===== src/rtl/mem_stage.sv =====
// rtl/mem_stage.sv - Memory stage of the RV64I/Zba five-stage pipeline
//
// Purpose:
//   Performs aligned B/H/W/D loads and stores to data memory over a
//   req/ack bus. It formats load data and holds the pipeline with stall_M
//   while an access is outstanding. Non-memory instructions pass through
//   with no added latency.
//
// Optional feature (macro MEM_TIMEOUT_EN):
//   When the macro is defined, a BUSY access that gets no dmem_ack within
//   TIMEOUT_CYCLES cycles is aborted. The load result is 0, and bus_err_M
//   pulses high for the DONE cycle.
//   When the macro is undefined, BUSY waits indefinitely and bus_err_M is
//   tied to 0.
//
// Ports:
//   clk, rst      clock; asynchronous active-high reset
//   ALUResult_M   effective address (or ALU result for non-memory ops)
//   WriteData_M   store operand
//   Funct3_M      access size/sign: 000 B, 001 H, 010 W, 011 D,
//                 100 BU, 101 HU, 110 WU
//   ResultSrc_M   2'b01 marks a load
//   MemWrite_M    marks a store
//   dmem_*        data-memory request bus (req/we/addr/wdata/be out,
//                 ack/rdata in)
//   ReadData_M    formatted load result for the MW register
//   stall_M       freezes PC/FD/DE/EM and holds MW
//   misalign_M    combinational misaligned-access flag
//   bus_err_M     timeout pulse (MEM_TIMEOUT_EN only)

module mem_stage #(
   parameter int TIMEOUT_CYCLES = 256
) (
   input  logic        clk,
   input  logic        rst,
   input  logic [63:0] ALUResult_M,
   input  logic [63:0] WriteData_M,
   input  logic [2:0]  Funct3_M,
   input  logic [1:0]  ResultSrc_M,
   input  logic        MemWrite_M,
   output logic        dmem_req,
   output logic        dmem_we,
   output logic [63:0] dmem_addr,
   output logic [63:0] dmem_wdata,
   output logic [7:0]  dmem_be,
   input  logic        dmem_ack,
   input  logic [63:0] dmem_rdata,
   output logic [63:0] ReadData_M,
   output logic        stall_M,
   output logic        misalign_M,
   output logic        bus_err_M
);

   typedef enum logic [1:0] {
      IDLE = 2'd0,
      BUSY = 2'd1,
      DONE = 2'd2
   } state_t;

   state_t      state, state_nxt;
   logic [63:0] rdata_q;
   logic [63:0] shifted;
   logic [63:0] load_fmt;
   logic [63:0] store_wdata;
   logic [7:0]  store_be;
   logic [2:0]  k;
   logic        mem_op;
   logic        misaligned;
   logic        tmo_hit;

   assign k      = ALUResult_M[2:0];
   assign mem_op = (ResultSrc_M == 2'b01) | MemWrite_M;

   // Funct3[1:0] encodes the size for both signed and unsigned variants.
   always_comb begin
      misaligned = 1'b0;
      case (Funct3_M[1:0])
         2'b01:   misaligned = k[0];
         2'b10:   misaligned = |k[1:0];
         2'b11:   misaligned = |k;
         default: misaligned = 1'b0;
      endcase
   end

   // Bring the addressed byte down to lane 0, then extend it.
   assign shifted = dmem_rdata >> {k, 3'b000};

   always_comb begin
      load_fmt = 64'd0;
      case (Funct3_M)
         3'b000:  load_fmt = {{56{shifted[7]}},  shifted[7:0]};
         3'b001:  load_fmt = {{48{shifted[15]}}, shifted[15:0]};
         3'b010:  load_fmt = {{32{shifted[31]}}, shifted[31:0]};
         3'b011:  load_fmt = shifted;
         3'b100:  load_fmt = {56'd0, shifted[7:0]};
         3'b101:  load_fmt = {48'd0, shifted[15:0]};
         3'b110:  load_fmt = {32'd0, shifted[31:0]};
         default: load_fmt = 64'd0;
      endcase
   end

   // Store data is replicated across all lanes, so the byte enables alone
   // select the target bytes. Loads present the same lane mask.
   always_comb begin
      store_wdata = WriteData_M;
      store_be    = 8'hFF;
      case (Funct3_M[1:0])
         2'b00: begin
            store_wdata = {8{WriteData_M[7:0]}};
            store_be    = 8'h01 << k;
         end
         2'b01: begin
            store_wdata = {4{WriteData_M[15:0]}};
            store_be    = 8'h03 << k;
         end
         2'b10: begin
            store_wdata = {2{WriteData_M[31:0]}};
            store_be    = 8'h0F << k;
         end
         default: begin
            store_wdata = WriteData_M;
            store_be    = 8'hFF;
         end
      endcase
   end

`ifdef MEM_TIMEOUT_EN
   localparam int CW = $clog2(TIMEOUT_CYCLES) + 1;

   logic [CW-1:0] tmo_cnt;
   logic          err_q;

   assign tmo_hit = (state == BUSY) && !dmem_ack &&
                    (tmo_cnt == CW'(TIMEOUT_CYCLES - 1));

   // The counter is held at zero outside BUSY, so it starts from zero on
   // every entry to BUSY.
   always_ff @(posedge clk or posedge rst) begin
      if (rst) begin
         tmo_cnt <= '0;
         err_q   <= 1'b0;
      end else begin
         err_q <= tmo_hit;
         if (state != BUSY)
            tmo_cnt <= '0;
         else if (!dmem_ack)
            tmo_cnt <= tmo_cnt + 1'b1;
      end
   end

   assign bus_err_M = (state == DONE) & err_q & ~rst;
`else
   assign tmo_hit   = 1'b0;
   assign bus_err_M = 1'b0;
`endif

   always_ff @(posedge clk or posedge rst) begin
      if (rst) begin
         state   <= IDLE;
         rdata_q <= 64'd0;
      end else begin
         state <= state_nxt;
         if (state == BUSY) begin
            if (dmem_ack)
               rdata_q <= MemWrite_M ? 64'd0 : load_fmt;
            else if (tmo_hit)
               rdata_q <= 64'd0;
         end
      end
   end

   always_comb begin
      state_nxt  = state;
      stall_M    = 1'b0;
      dmem_req   = 1'b0;
      dmem_we    = 1'b0;
      dmem_addr  = 64'd0;
      dmem_wdata = 64'd0;
      dmem_be    = 8'h00;
      ReadData_M = 64'd0;
      case (state)
         IDLE: begin
            if (mem_op && !misaligned) begin
               state_nxt = BUSY;
               stall_M   = 1'b1;
            end
         end
         BUSY: begin
            // The EM register is frozen, so the bus fields stay stable
            // until the ack arrives.
            stall_M    = 1'b1;
            dmem_req   = 1'b1;
            dmem_we    = MemWrite_M;
            dmem_addr  = {ALUResult_M[63:3], 3'b000};
            dmem_wdata = store_wdata;
            dmem_be    = store_be;
            if (dmem_ack || tmo_hit)
               state_nxt = DONE;
         end
         DONE: begin
            ReadData_M = rdata_q;
            state_nxt  = IDLE;
         end
         default: state_nxt = IDLE;
      endcase
      // Reset has to silence the outputs immediately. Otherwise an
      // instruction still sitting in EM would raise stall_M from IDLE.
      if (rst) begin
         stall_M    = 1'b0;
         dmem_req   = 1'b0;
         dmem_we    = 1'b0;
         dmem_addr  = 64'd0;
         dmem_wdata = 64'd0;
         dmem_be    = 8'h00;
         ReadData_M = 64'd0;
      end
   end

   assign misalign_M = mem_op & misaligned & ~rst;

endmodule


===== config.mk =====
export PLATFORM = sky130hd
export DESIGN_NAME = mem_stage
export DESIGN_NICKNAME = d
export VERILOG_FILES = /design/src/rtl/mem_stage.sv
export SDC_FILE = /design/constraint.sdc
export NUM_CORES = 1
export LEC_CHECK = 0
export BUFFER_PORTS_ARGS = -buffer_cell sky130_fd_sc_hd__clkbuf_2
export CAP_MARGIN = 40
export CORE_AREA = 3 3 156 158
export CTS_BUF_LIST = sky130_fd_sc_hd__clkbuf_4 sky130_fd_sc_hd__clkbuf_8
export CTS_CLUSTER_SIZE = 16
export DETAILED_ROUTE_END_ITERATION = 8
export DIE_AREA = 0 0 159 161
export PLACE_DENSITY = 0.58
export SYNTH_ARGS = -nofsm -noshare
export SYNTH_HDL_FRONTEND = slang
export SYNTH_SLANG_ARGS = --single-unit

===== constraint.sdc =====
create_clock -name clk -period 8.5 [get_ports clk]
set_input_delay 1.275 -clock clk [delete_from_list [all_inputs] [get_ports clk]]
set_output_delay 1.275 -clock clk [all_outputs]
set_load 0.02 [all_outputs]

==> impl_metrics.toml, run 1 <==
[run_status]
status = "completed"

[clocking]
insertion_delay_ns = 0.36
clkTransAtPathRegs_ns = 0.07
cts_made_buffers = 9
clock_path_buffers = 2
tritoncts_num_sinks = 66
cts_root_buffer = "clkbuf_8"
cts_resized = 0
tritoncts = "yes"
cts_hold_buf = 0
post_cts_buffers = 0
htreeDepth = 3

[final_layout]
drive_gt1_share_pct = 39.06
instances_no_fill = 1539
final_common_cell = "clkbuf_2"
n_fill_cell = 2514
area_growth_pct = 37.65
layout.nets = 1419
layout_common_cells = "clkbuf_2 (400), and2_1 (135), nand2_1 (122), nor2_1 (76), dfrtp_1 (66)"

[worst_setup_path]
cp_max_fo = 13
crit_arrival_ns = 3.75
worstPathRequired_ns = 7.22
cp-end-kind = "output port"
cp-start-kind = "primary input"
crit_type = "in2out"

[logic_synthesis]
yosys-top-cells-area = "dfrtp_1 (25%), and2_1 (13%), mux2i_1 (9.1%)"
synth_cell_type_count = 52
synth_warnings = 0
synth_edf_count = 0
netlist_instances = 859
netlist.area_leader.share_pct = 25.46
ys_seq_area_share_pct = 25.46
synth_flop_cell = "dfrtp_1"
async_flop_share_pct = 100.0
syn_area_per_cell_um2 = 7.552
ys_ff_latch = 66
netlist_area_mm2 = 0.006487
netlist.top_cell.by_area = "dfrtp_1"

[detailed_routing]
route.vias.total = 7719
totalWireLength_um = 32340
ant_nets = 0
via_per_inst = 5.016
first_pass_iters = 5
drc = 0
wl_per_cell_um = 21.01
drtIter0Drc = 738

[floorplanning]
ios = 406
initial_core_util_pct = 27.89
die_area_mm2 = 0.02560
floorplan.rows = 56
die_h_um = 161
core_mm2 = 0.02326
dieWidth_um = 159

[timing]
rsz0062_at_grt = "no"
max_freq_ghz = 0.1989
relSlewSlack_pct = 38.40
worstMarginPinSlew_ns = 0.9241
fin_skew_ns = 0.01141
drv_slew = 0
setup_viol = 0
hold_violations = 0
finalCriticalPeriod_ns = 5.028
fin_crit_sh_pct = 59.16
tns_ns = 0

[place]
finalWeightedCongestion = 0.9477
dpl.hpwl_um = 25610
placedCellCount = 1519
portBuffers = 401

[power]
clock_power_share_pct = 25.0
p_leak_nw = 4.942
peakVddDrop_mv = 0.06839
fin_total_pwr_w = 0.001200
switching_share_pct = 40.50
comb_power_share_pct = 42.3
seqPwrFrac_pct = 32.8
power.switching_w = 0.0004860
powerDensity_mw_per_mm2 = 134.4
intPower_w = 0.0007141

[grt]
antenna_found_initial = 6
grt_max_degree = 86
met2_usage_pct = 32.57
gr-usage-met1_pct = 37.79
grt_pass1_vias = 7260
grt_pass1_wl_um = 46670
gr-total-overflow = 0
met3_usage_pct = 4.668
groute.usage.overall_pct = 23.69
gr-max-usage-layer = "met1"

[flow_run]
max-cap-violations = 0

[min_path]
min_path_type = "reg2reg"
==> Yosys cell counts, drive strengths merged, types with 2 or more instances <==
library cell and n:
and2 135, nand2 122, nor2 76, dfrtp 66, a21oi 59, mux2i 59, a22oi 54, clkbuf 51
inv 34, buf 28, o21ai 28, nand3 19, mux2 14, o211ai 13, a211oi 10, nor2b 10
o311ai 9, a221oi 8, o22a 8, ha 7, mux4 6, nand2b 5, nor3 5, o2bb2ai 5
nor3b 4, or2 4, o22ai 3, nand3b 2, o2111ai 2, o31ai 2
==> path summary, 6_finish.rpt <==
kind,start,end,slack (ns),cells after the start
max,Funct3_M[1],dmem_wdata[39],3.47,9
min,rdata_q[15],rdata_q[15],0.47,2
max reg2reg,state[0],rdata_q[54],6.04,7
min reg2reg,rdata_q[15],rdata_q[15],0.47,2
max in group asynchronous,rst,rdata_q[7],6.87,4
min in group asynchronous,rst,rdata_q[61],1.05,3
==> per-layer routing <==
| metal | share of wire [%] | up-vias |
|---|---|---|
| li1 | - | 3672 |
| met1 | 51 | 3661 |
| met2 | 41 | 365 |
| met3 | 6.9 | 21 |
| met4 | 1.4 | 0 |
| met5 | 0 | - |
==> cell families after synthesis <==
logic type	synth area share, %
multiplexers	13.62
flip-flops	25.46
buffers and inverters	7.695
AND/OR/NAND/NOR	29.57
AO/OA/AOI/OAI	22.26
other	0.05780
adder cells (fa/ha/maj)	1.350
==> critical path, cell delays in order <==
cell	delay, ns
clkbuf_2	0.13
inv_1	0.11
ha_1	0.52
or2_2	0.38
nor2_1	0.07
nor2_1	0.57
a22oi_1	0.23
nor2_1	0.24
clkbuf_2	0.22
==> through the flow <==
stage	worst slack (ns)	hold WS (ns)	instance area [um^2]	util, %
after floorplan	2.942	0.4304	6499	-
after global placement	3.406	0.4445	8638	37.13
after detailed placement	3.500	0.4623	8698	37.39
after CTS	3.493	0.4791	8920	38.34
after global routing	3.238	0.5090	8930	38.39
final	3.472	0.4661	8930	38.39
==> registers in the layout, summed over array words and instances, names as in the netlist <==
| signal | count |
|---|---|
| rdata_q | 64 |
| state | 2 |
==> power by group through the flow <==
stage / combinational [W] / sequential [W] / clock, W
6_report: 0.000508 / 0.000393 / 0.000299
5_1_grt: 0.000551 / 0.000399 / 0.000322
4_1_cts: 0.000504 / 0.000392 / 0.000306
3_3_place_gp: 0.000498 / 0.000397 / 0
3_5_place_dp: 0.000502 / 0.000397 / 0
2_1_floorplan: 0.000318 / 0.000385 / 0
==> cell type report <==
class	instances	area, um^2	share of cell area (%)
Antenna cell	4	10.01	0.1121
Clock buffer	10	131.4	1.471
Clock inverter	6	90.09	1.009
Inverter	34	127.6	1.429
Multi-Input combinational cell	683	4360	48.83
Sequential cell	66	1652	18.50
Tap cell	319	399.1	4.470
Timing Repair Buffer	417	2160	24.18
No activity file was read; power rests on OpenSTA's default activity.
==> run 2: changes to the inputs <==
Settings changed: ABC_AREA set to 1, PLACE_DENSITY 0.58 to 0.61.
Clock period 8.5 ns to 5.3 ns, I/O delays scaled along.
==> impl_metrics.toml, run 2 <==
[run_status]
status = "completed"

[power]
peakVddDrop_mv = 0.1690
fin_total_pwr_w = 0.002155
powerDensity_mw_per_mm2 = 230.9
p_leak_nw = 5.400

[place]
dpl.hpwl_um = 28050
portBuffers = 401
placedCellCount = 1925
finalWeightedCongestion = 0.9199

[clocking]
cts_hold_buf = 0
cts_made_buffers = 9
insertion_delay_ns = 0.35
htreeDepth = 3
post_cts_buffers = 0
clock_path_buffers = 2
tritoncts = "yes"
cts_root_buffer = "clkbuf_8"
tritoncts_num_sinks = 66
cts_resized = 0
clkTransAtPathRegs_ns = 0.06

[worst_setup_path]
cp-end-kind = "output port"
rr_worst_depth = 9
cp_max_fo = 31
crit_start = "ALUResult_M[1]"
cp_common_cell = "clkbuf_2"
slowest_delay_ns = 0.49
r2r-end = "rdata_q[63]"
worstPathRequired_ns = 4.51
reg2reg_from = "state[1]"
critPathCapture = "dmem_be[4]"
critPathTopFamily = "buffers and inverters"
path_buf_inv = 4
path_cells = "clkbuf_2 > inv_4 > nor2_4 > inv_1 > nor2_1 > nor3_1 > a21oi_1 > clkbuf_2"
cp-start-kind = "primary input"
ff2ff_setup_slack_ns = 2.34
crit_arrival_ns = 2.98
critical_path_depth = 8
crit_type = "in2out"
slowest_stage = "nor2_4"

[timing]
setup_viol = 0
tns_ns = 0
fin_hold_ws_ns = 0.4812
hold_violations = 0
fin_skew_ns = 0.008147
finalCriticalPeriod_ns = 3.780
worstMarginPinSlew_ns = 0.8274
max_freq_ghz = 0.2646
rsz0062_at_grt = "no"
relSlewSlack_pct = 44.65
drv_slew = 0
fin_crit_sh_pct = 71.31

[detailed_routing]
first_pass_iters = 5
drc = 0
drtIter0Drc = 869
totalWireLength_um = 34850
via_per_inst = 4.986
route.vias.total = 9673
wl_per_cell_um = 17.96
ant_nets = 0

[logic_synthesis]
yosys-top-cells-area = "nand2_1 (25%), dfrtp_1 (23%), nor2_1 (10%)"
synth_cell_type_count = 36
syn_area_per_cell_um2 = 5.562
yosysMostFrequentCell = "nand2_1"
synth_flop_cell = "dfrtp_1"
netlist_area_mm2 = 0.007164
ys_seq_area_share_pct = 23.05
netlist.area_leader.share_pct = 24.99
ys_ff_latch = 66
synth_edf_count = 0
netlist.top_cell.by_area = "nand2_1"
synth_warnings = 0
synth_commonest_cells = "nand2_1 (477), nor2_1 (196), inv_1 (102)"
async_flop_share_pct = 100.0
netlist_instances = 1288

[grt]
grt_pass1_wl_um = 53190
antenna_found_initial = 0
groute.usage.overall_pct = 26.06
grt_pass1_vias = 9469
gr-total-overflow = 0
grt_max_degree = 65

[floorplanning]
floorplan.rows = 56
initial_core_util_pct = 30.80
dieWidth_um = 159
core_mm2 = 0.02326
die_area_mm2 = 0.02560
ios = 406
die_h_um = 161

[final_layout]
final_core_util_pct = 40.12
n_fill_cell = 2689
layout.nets = 1825
instances_no_fill = 1940
layout_common_cells = "nand2_1 (476), clkbuf_2 (401), nor2_1 (196), inv_1 (101)"
antennaDiodeCount = 0
top_register = "rdata_q"
drive_gt1_share_pct = 28.62
final_common_cell = "nand2_1"
area_growth_pct = 30.28
top_regs = "rdata_q: 64 flops, state: 2 flops"
largest_reg_flops = 64

[min_path]
min_path_type = "reg2reg"

[flow_run]
max-cap-violations = 0
run 2: cell count changes after synthesis, moves of 48 or more:
cell,before,now
and2_1,135,1
nor2_1,76,196
nand4_1,0,48
mux2i_1,59,0
nand2_1,122,477
a22oi_1,54,0
inv_1,33,102
run 2: report_power, final:
part | total, W | leakage (nW) | internal (W) | switching, W
registers | 0.000653 | 0.902 | 0.000607 | 0.0000468
logic | 0.00113 | 4.41 | 0.000327 | 0.000804
clock network | 0.000370 | 0.0896 | 0.000174 | 0.000196
total | 0.00216 | 5.40 | 0.00111 | 0.00105
run 2: layer usage:
metal	track usage [%]	share of wire [%]	vias to the layer above
met5	0	0	-
li1	-	-	4737
met3	6.002	8.1	47
met1	34.81	44	4466
met4	8.118	2.7	0
met2	42.04	46	423
run 2: worst min-delay path by stage:
| stage | startpoint | endpoint | slack [ns] | cells past startpoint |
|---|---|---|---|---|
| 2_1_floorplan | rdata_q[10] | rdata_q[10] | 0.45 | 2 |
| 3_3_place_gp | rdata_q[62] | rdata_q[62] | 0.46 | 2 |
| 4_1_cts | rdata_q[61] | rdata_q[61] | 0.48 | 2 |
| 5_1_grt | rdata_q[40] | rdata_q[40] | 0.50 | 2 |
| 3_5_place_dp | rdata_q[4] | rdata_q[4] | 0.47 | 2 |
| 6_report | rdata_q[32] | rdata_q[32] | 0.48 | 2 |
run 2: metrics by stage:
| step | worst slack, ns | cell area, um^2 |
|---|---|---|
| detailed placement | 1.561 | 9175 |
| floorplan | 0.8257 | 7176 |
| global placement | 1.521 | 9092 |
| finish | 1.520 | 9334 |
| CTS | 1.545 | 9334 |
| global route | 1.310 | 9334 |
run 2: tightest hold or removal path, stage by stage (launching register included):
cell     delay (ns)
dfrtp_1        0.35
nand2_1        0.05
nand2_1        0.05
run 2: kinds of logic after synthesis:
group	after synthesis	share of synthesized area (%)
AOI/OAI and AO/OA	175	13.80
adders and majority gates	7	1.222
buffers and inverters	214	14.01
DFF	66	23.05
other	1	0.05234
and+or+nand+nor	825	47.87
run 2: layout make-up:
cell class	count	area [um^2]	share of cell area (%)
Sequential cell	66	1652	17.69
Clock inverter	4	20.02	0.2145
Inverter	114	436.7	4.678
Multi-Input combinational cell	1011	4523	48.46
Timing Repair Buffer	415	2165	23.19
Clock buffer	11	138.9	1.488
Tap cell	319	399.1	4.276
==> run 3: changes to the inputs <==
Settings changed: PLACE_DENSITY 0.61 to 0.64.
Clock period 5.3 ns to 3.3 ns, I/O delays scaled along.
==> impl_metrics.toml, run 3 (synthesis gave the netlist of run 2 again) <==
[worst_setup_path]
cp-start-kind = "register"
cp-end-kind = "output port"
critical_path_depth = 8
critPathTopFamily = "buffers and inverters"
slowest_delay_ns = 0.43
cp_max_fo = 35
crit_arrival_ns = 2.35
slowest_stage = "dfrtp_1"
crit_type = "reg2out"
rr_worst_depth = 7
path_cells = "nor2_4 > inv_2 > nor2_2 > buf_4 > inv_2 > nor3_1 > buf_4 > clkbuf_2"
path_buf_inv = 5
worstPathRequired_ns = 2.80

[final_layout]
layout.nets = 1836
largest_reg_flops = 64
n_fill_cell = 2712
drive_gt1_share_pct = 29.15
layout_common_cells = "nand2_1 (476), clkbuf_2 (400), nor2_1 (196), inv_1 (101)"
final_common_cell = "nand2_1"
multi_input_comb_area_mm2 = 0.004523
instances_no_fill = 1956
regArea_mm2 = 0.001652
top_register = "rdata_q"
top_regs = "rdata_q: 64 flops, state: 2 flops"
fin_area_mm2 = 0.009403
area_growth_pct = 31.24

[floorplanning]
initial_core_util_pct = 30.80
die_h_um = 161
die_area_mm2 = 0.02560
core_mm2 = 0.02326
dieWidth_um = 159
floorplan.rows = 56
ios = 406

[timing]
finalCriticalPeriod_ns = 2.846
fin_hold_ws_ns = 0.1659
worstMarginPinSlew_ns = 0.8673
hold_violations = 0
max_freq_ghz = 0.3514
rsz0062_at_grt = "no"
fin_skew_ns = 0.004926
tns_ns = 0
relSlewSlack_pct = 42.18
setup_viol = 0
drv_slew = 0
fin_crit_sh_pct = 86.24

[detailed_routing]
first_pass_iters = 6
route.vias.total = 9905
wl_per_cell_um = 18.06
via_per_inst = 5.064
drc = 0
totalWireLength_um = 35330
ant_nets = 0
drtIter0Drc = 922

[power]
powerDensity_mw_per_mm2 = 375.0
p_leak_nw = 5.444
peakVddDrop_mv = 0.2907

[place]
dpl.hpwl_um = 28090
portBuffers = 401
placedCellCount = 1936
finalWeightedCongestion = 0.9020
placed_cell_area_mm2 = 0.009218

[min_path]
min_path_type = "in2async"

[clocking]
tritoncts_num_sinks = 66
cts_resized = 0
tritoncts = "yes"
clock_path_buffers = 2
cts_made_buffers = 9
cts_hold_buf = 0
clkTransAtPathRegs_ns = 0.08
cts_root_buffer = "clkbuf_8"
insertion_delay_ns = 0.36
post_cts_buffers = 0
htreeDepth = 3

[run_status]
status = "completed"

[flow_run]
max-cap-violations = 0

[grt]
grt_max_degree = 88
groute.usage.overall_pct = 25.98
antenna_found_initial = 7
gr-total-overflow = 0
grt_pass1_wl_um = 52890
grt_pass1_vias = 9270
## run 3: stage by stage
stage,utilization (%),power [W],worst slack (ns)
3_3_place_gp,39.62,0.002857,0.5685
2_1_floorplan,-,0.002223,0.5599
5_1_grt,40.42,0.003759,0.3001
4_1_cts,40.38,0.003523,0.4389
3_5_place_dp,39.62,0.002870,0.4887
6_report,40.42,0.003526,0.4540
## run 3: final timing paths
check | from | to | slack (ns)
max | state[1] | dmem_wdata[63] | 0.45
min | rst | state[0] | 0.17
max reg2reg | state[1] | rdata_q[7] | 1.17
min reg2reg | rdata_q[41] | rdata_q[41] | 0.48
max in group asynchronous | rst | rdata_q[28] | 2.41
min in group clk | dmem_ack | state[0] | 0.36
## run 3: worst reg2reg max path, cell delays in order (launching register included)
cell and delay [ns]:
dfrtp_1 0.43, nor2_4 0.15, nand2_1 0.09, inv_2 0.39, o211ai_4 0.16, inv_4 0.52
nand2_1 0.20, o21ai_1 0.13
## run 3: metal layers
layer	global-route usage, %	part of all wire (%)	vias up
met5	0	0.12	-
met3	3.950	7.4	53
met2	45.57	49	470
met4	7.322	2.2	6
met1	33.30	41	4602
li1	-	-	4774
## run 3: where the power goes
group | total, W | internal (W) | switching [W]
sequential | 0.00105 | 0.000974 | 0.0000762
combinational | 0.00182 | 0.000532 | 0.00129
clock | 0.000656 | 0.000316 | 0.000340
## run 3: layout make-up
| cell class | instances | share of cell area, % |
|---|---|---|
| repair buffers | 426 | 23.47 |
| well taps | 319 | 4.245 |
| multi-input cells | 1011 | 48.10 |
| inverters | 114 | 4.644 |
| flip-flops and latches | 66 | 17.56 |
| clock inverters | 3 | 0.1597 |
| clock buffers | 13 | 1.703 |
| diodes | 4 | 0.1065 |
